## config.mk

```make
export PLATFORM = sky130hd
export DESIGN_NAME = if_fetch_stage
export DESIGN_NICKNAME = d
export VERILOG_FILES = /design/src/rtl/rv_core_pkg.sv /design/src/rtl/if_id_register.sv /design/src/rtl/if_fetch_stage.sv
export SDC_FILE = /design/constraint.sdc
export NUM_CORES = 1
export LEC_CHECK = 0
export CORE_MARGIN = 2
export CORE_UTILIZATION = 52
export CTS_CLUSTER_SIZE = 16
export DETAILED_ROUTE_END_ITERATION = 12
export PLACE_DENSITY = 0.94
export SYNTH_ARGS = -nofsm -noshare
export SYNTH_HDL_FRONTEND = slang
export SYNTH_SLANG_ARGS = --single-unit
```

## constraint.sdc

```tcl
create_clock -name clk -period 7.2 [get_ports clk]
set_clock_uncertainty 0.1 [all_clocks]
set_input_delay 1.08 -clock clk [delete_from_list [all_inputs] [get_ports clk]]
set_output_delay 1.08 -clock clk [all_outputs]
set_load 0.02 [all_outputs]
```

## src/rtl/rv_core_pkg.sv

```systemverilog
// Shared core definitions: bubble encoding, reset vector and IF fetch FSM encoding.
package rv_core_pkg;

  localparam logic [31:0] NOP_INSTR_DEFAULT = 32'h0000_0013;
  localparam logic [31:0] RESET_PC_DEFAULT  = 32'h0000_0000;

  localparam logic [1:0] S_REQ  = 2'd0;
  localparam logic [1:0] S_WAIT = 2'd1;
  localparam logic [1:0] S_HOLD = 2'd2;
  localparam logic [1:0] S_DROP = 2'd3;

  function automatic logic [31:0] pc_inc(input logic [31:0] pc);
    return pc + 32'd4;
  endfunction

  function automatic logic [31:0] pc_align(input logic [31:0] pc);
    return {pc[31:2], 2'b00};
  endfunction

endpackage

```

## src/rtl/if_id_register.sv

```systemverilog
// IF/ID pipeline register: flush, load, hold on stall, otherwise collapse to a bubble.
module if_id_register
  import rv_core_pkg::*;
#(
  parameter logic [31:0] NOP_INSTR = NOP_INSTR_DEFAULT
) (
  input  logic        clk,
  input  logic        rst,
  input  logic        load,
  input  logic        flush,
  input  logic        stall,
  input  logic [31:0] instr_in,
  input  logic [31:0] pc_in,
  output logic [31:0] instruction,
  output logic [31:0] pc_if,
  output logic [31:0] pc_plus_4_if,
  output logic        if_valid
);

  // pc fields keep their last value on flush/bubble; only instruction and valid change
  always_ff @(posedge clk) begin
    if (rst) begin
      instruction  <= NOP_INSTR;
      pc_if        <= 32'h0;
      pc_plus_4_if <= 32'h0;
      if_valid     <= 1'b0;
    end else if (flush) begin
      instruction <= NOP_INSTR;
      if_valid    <= 1'b0;
    end else if (load) begin
      instruction  <= instr_in;
      pc_if        <= pc_in;
      pc_plus_4_if <= pc_inc(pc_in);
      if_valid     <= 1'b1;
    end else if (!stall) begin
      instruction <= NOP_INSTR;
      if_valid    <= 1'b0;
    end
  end

endmodule

```

## src/rtl/if_fetch_stage.sv

```systemverilog
// Instruction fetch stage: PC, single-outstanding imem request FSM, one-entry hold buffer.
module if_fetch_stage
  import rv_core_pkg::*;
#(
  parameter logic [31:0] RESET_PC  = RESET_PC_DEFAULT,
  parameter logic [31:0] NOP_INSTR = NOP_INSTR_DEFAULT
) (
  input  logic        clk,
  input  logic        rst,
  input  logic        stall_id,
  input  logic        redirect,
  input  logic [31:0] redirect_pc,
  output logic        imem_req,
  output logic [31:0] imem_addr,
  input  logic        imem_ready,
  input  logic        imem_rvalid,
  input  logic [31:0] imem_rdata,
  output logic [31:0] instruction,
  output logic [31:0] pc_if,
  output logic [31:0] pc_plus_4_if,
  output logic        if_valid
);

  logic [1:0]  state;
  logic [1:0]  state_next;
  logic [31:0] pc;
  logic [31:0] pc_next;
  logic [31:0] hold_instr;
  logic [31:0] hold_next;
  logic        load;
  logic [31:0] load_instr;

  assign imem_req  = (state == S_REQ) & ~redirect & ~rst;
  assign imem_addr = pc;

  // A redirect while a response is still owed moves to S_DROP so the stale word is eaten.
  always_comb begin
    state_next = state;
    pc_next    = pc;
    hold_next  = hold_instr;
    load       = 1'b0;
    load_instr = imem_rdata;
    if (redirect) begin
      pc_next = pc_align(redirect_pc);
      if ((state == S_WAIT) || (state == S_DROP)) begin
        state_next = imem_rvalid ? S_REQ : S_DROP;
      end else begin
        state_next = S_REQ;
      end
    end else begin
      case (state)
        S_REQ: begin
          if (imem_req && imem_ready) state_next = S_WAIT;
        end
        S_WAIT: begin
          if (imem_rvalid) begin
            if (stall_id) begin
              hold_next  = imem_rdata;
              state_next = S_HOLD;
            end else begin
              load       = 1'b1;
              load_instr = imem_rdata;
              pc_next    = pc_inc(pc);
              state_next = S_REQ;
            end
          end
        end
        S_HOLD: begin
          if (!stall_id) begin
            load       = 1'b1;
            load_instr = hold_instr;
            pc_next    = pc_inc(pc);
            state_next = S_REQ;
          end
        end
        S_DROP: begin
          if (imem_rvalid) state_next = S_REQ;
        end
        default: state_next = S_REQ;
      endcase
    end
  end

  always_ff @(posedge clk) begin
    if (rst) begin
      state <= S_REQ;
      pc    <= RESET_PC;
    end else begin
      state <= state_next;
      pc    <= pc_next;
    end
  end

  // Buffer contents are only meaningful in S_HOLD, so they carry no reset.
  always_ff @(posedge clk) begin
    hold_instr <= hold_next;
  end

  if_id_register #(
    .NOP_INSTR(NOP_INSTR)
  ) u_if_id (
    .clk         (clk),
    .rst         (rst),
    .load        (load),
    .flush       (redirect),
    .stall       (stall_id),
    .instr_in    (load_instr),
    .pc_in       (pc),
    .instruction (instruction),
    .pc_if       (pc_if),
    .pc_plus_4_if(pc_plus_4_if),
    .if_valid    (if_valid)
  );

endmodule

```

==> results.json <==
{
  "status": "complete, no violations",
  "post_cts_buffers": 0,
  "synth_xor_area_share_pct": 6.34,
  "antenna_found_initial": 0,
  "worstPathArrival_ns": 3.18,
  "layout_setup_ws_ns": 2.84,
  "synth_seq_area_share_pct": 48.2,
  "end_kind": "output port",
  "tritoncts": "built",
  "post-place-ws_ns": 2.86,
  "cts_buffers": 17,
  "synthCells": 777,
  "synth_compound_area_share_pct": 12.2,
  "r2r_slack_ns": 3.56,
  "max_stage_delay_ns": 0.74,
  "path_clk_slew_ns": 0.06,
  "core_area_sq_um": 13300,
  "path_cells": "clkdlybuf4s50_1 > nor2_1 > and2_1 > clkdlybuf4s50_1",
  "io_buffers": 191,
  "nets": 1006,
  "finalSetupTns_ns": 0,
  "grt_use_total_pct": 26.9,
  "rr_endpoint": "imem_addr[12]$_SDFFE_PP0P_",
  "drt-initial-drc-count": 452,
  "worst_hold_path.endpoint": "u_if_id.pc_if[12]$_SDFFE_PP0P_",
  "yosysWarningCount": 0,
  "vias": 6376,
  "root_buffer": "clkbuf_16",
  "synth_top_family_by_area": "simple AND/OR/NAND/NOR gates",
  "min_path_cells": 2,
  "fin_crit_sh_pct": 60.6,
  "critPathRequiredTime_ns": 6.02,
  "yosysUniqueCellTypes": 48,
  "gp_congestion": 0.820,
  "cts_sinks": 157,
  "drt_first_pass_iters": 5,
  "reg2reg_depth": 7,
  "hold_buffers": 0,
  "hold_viol": 0,
  "synth-simple-area-share_pct": 17.9,
  "leakage_nw": 3.22,
  "wirelength_mm": 20.1,
  "report.final.slew_viol_count": 0,
  "ys_ff_latch": 157,
  "max-vdd-ir-drop_uv": 161,
  "crit_top_cell": "clkdlybuf4s50_1",
  "wl_per_cell_um": 18.0,
  "grt_overflow": 0,
  "drive_gt1_share_pct": 9.33,
  "ctsResizeCount": 0,
  "ant_nets": 0,
  "fmax_ghz": 0.229,
  "synth_edf_count": 32,
  "relSlewSlack_pct": 24.1,
  "postSynth.asyncResetShare_pct": 0,
  "cp_max_fo": 15,
  "rows": 42,
  "area_growth_pct": 34.8,
  "drc": 0,
  "io_pins": 200,
  "grt_pass1_wl_mm": 31.2,
  "min-delay-path-class": "flop to flop",
  "rsz0062_at_grt": "false",
  "ys.flop_type": "dfxtp_1",
  "cp-start-kind": "primary input",
  "p_per_area_nw_per_um2": 218,
  "synth_fa_ha_area_share_pct": 1.04,
  "crit_type": "primary input to output port",
  "clockBufferDepth": 2,
  "initial_core_util_pct": 53.8,
  "die_y_um": 122,
  "period_minus_slack_ns": 4.36,
  "die_x_um": 122,
  "worstSkewPairLatency_ns": 0.42,
  "r2r_start": "state[0]$_SDFFE_PP0P_",
  "setup_viol": 0,
  "synthMuxAreaShare_pct": 9.75,
  "drv_cap": 0,
  "hpwlAfterDp_mm": 12.9,
  "viasPerCell": 5.70,
  "grt_max_degree": 92,
  "min_from": "u_if_id.pc_if[12]$_SDFFE_PP0P_",
  "n_antenna_cell": 0,
  "syn_area_per_cell_sq_um": 9.25,
  "dieArea_sq_um": 14800,
  "tightest_slew_ns": 1.14,
  "grt_pass1_vias": 6173,
  "htreeDepth": 4,
  "synth_area_sq_um": 7180,
  "slowest_stage": "clkdlybuf4s50_1"
}
placed cells by master, fill, tap and decap left out, types with 32 or more instances in the layout:
cell type,count
a211oi_1,40
nor2_1,110
dfxtp_1,125
xor2_1,34
edfxtp_1,32
clkdlybuf4s50_1,189
mux2i_1,34
mux2_2,32
a21oi_1,56
nand2_1,99
synth_stat cells, types with 18 or more instances:
master | number | area share, %
dfxtp_1 | 125 | 35
nor2_1 | 110 | 5.7
nand2_1 | 99 | 5.2
a21oi_1 | 56 | 3.9
clkbuf_1 | 41 | 2.1
a211oi_1 | 40 | 4.2
mux2i_1 | 34 | 4.7
xor2_1 | 34 | 4.1
edfxtp_1 | 32 | 13
mux2_2 | 32 | 5.0
nand3_1 | 25 | 1.7
xnor2_1 | 18 | 2.2
power by group:
group,internal [W],leakage [nW],switching [W]
sequential,0.000922,1.30,0.0000348
combinational,0.000125,1.63,0.000132
clock,0.000526,0.287,0.000370
logic make-up (layout without fill, tap and decap cells):
| kind of cell | count (synthesis) | count (layout) |
|---|---|---|
| other | 1 | 6 |
| muxes | 66 | 66 |
| AOI/OAI and AO/OA | 136 | 136 |
| and+or+nand+nor | 283 | 283 |
| DFF | 157 | 157 |
| buffers and inverters | 76 | 237 |
| adders and majority gates | 6 | 6 |
| xor gates and xnor gates | 52 | 52 |
layout make-up:
class | count | area (sq um)
sequential | 157 | 3460
inverter | 10 | 37.5
timing repair buffer | 195 | 1930
clock inverter | 11 | 106
multi-input combinational | 549 | 3430
tap | 176 | 220
clock buffer | 21 | 492
fill | 955 | 3660
state kept, by name, indices dropped and copies added (netlist names):
name / flops
hold_instr: 32
u_if_id.pc_if: 30
imem_addr: 30
u_if_id.if_valid: 1
state: 2
u_if_id.instruction: 32
u_if_id.pc_plus_4_if: 30
how the worst max path moves through the flow:
stage,start,end,cells after the start
after floorplan,redirect,imem_req,4
after global placement,redirect,imem_req,4
after detailed placement,redirect,imem_req,4
after CTS,redirect,imem_req,4
after global routing,redirect,imem_req,4
final,redirect,imem_req,4
critical path, delay by kind of cell:
kind                   cells  cell delay [ns]
AND/OR/NAND/NOR            2             0.72
buffers and inverters      2             1.37
layer usage:
metal	track usage (%)	part of all wire, %	vias to the layer above
li1	-	-	3000
met1	31.0	39	3070
met2	46.0	50	268
met3	9.78	9.1	38
met4	9.63	2.3	0
met5	0	0	-
per-stage QoR:
stage,hold slack (ns),cells,cell area [sq um],util (%),power (W)
after floorplan,0.388,782,7200,-,0.00112
after global placement,0.341,1087,9080,68.1,0.00122
after detailed placement,0.347,1087,9080,68.1,0.00123
after CTS,0.355,1119,9680,72.5,0.00212
after global routing,0.369,1119,9680,72.5,0.00218
final,0.354,1119,9680,72.5,0.00211
No activity file was read; power rests on OpenSTA's default activity.
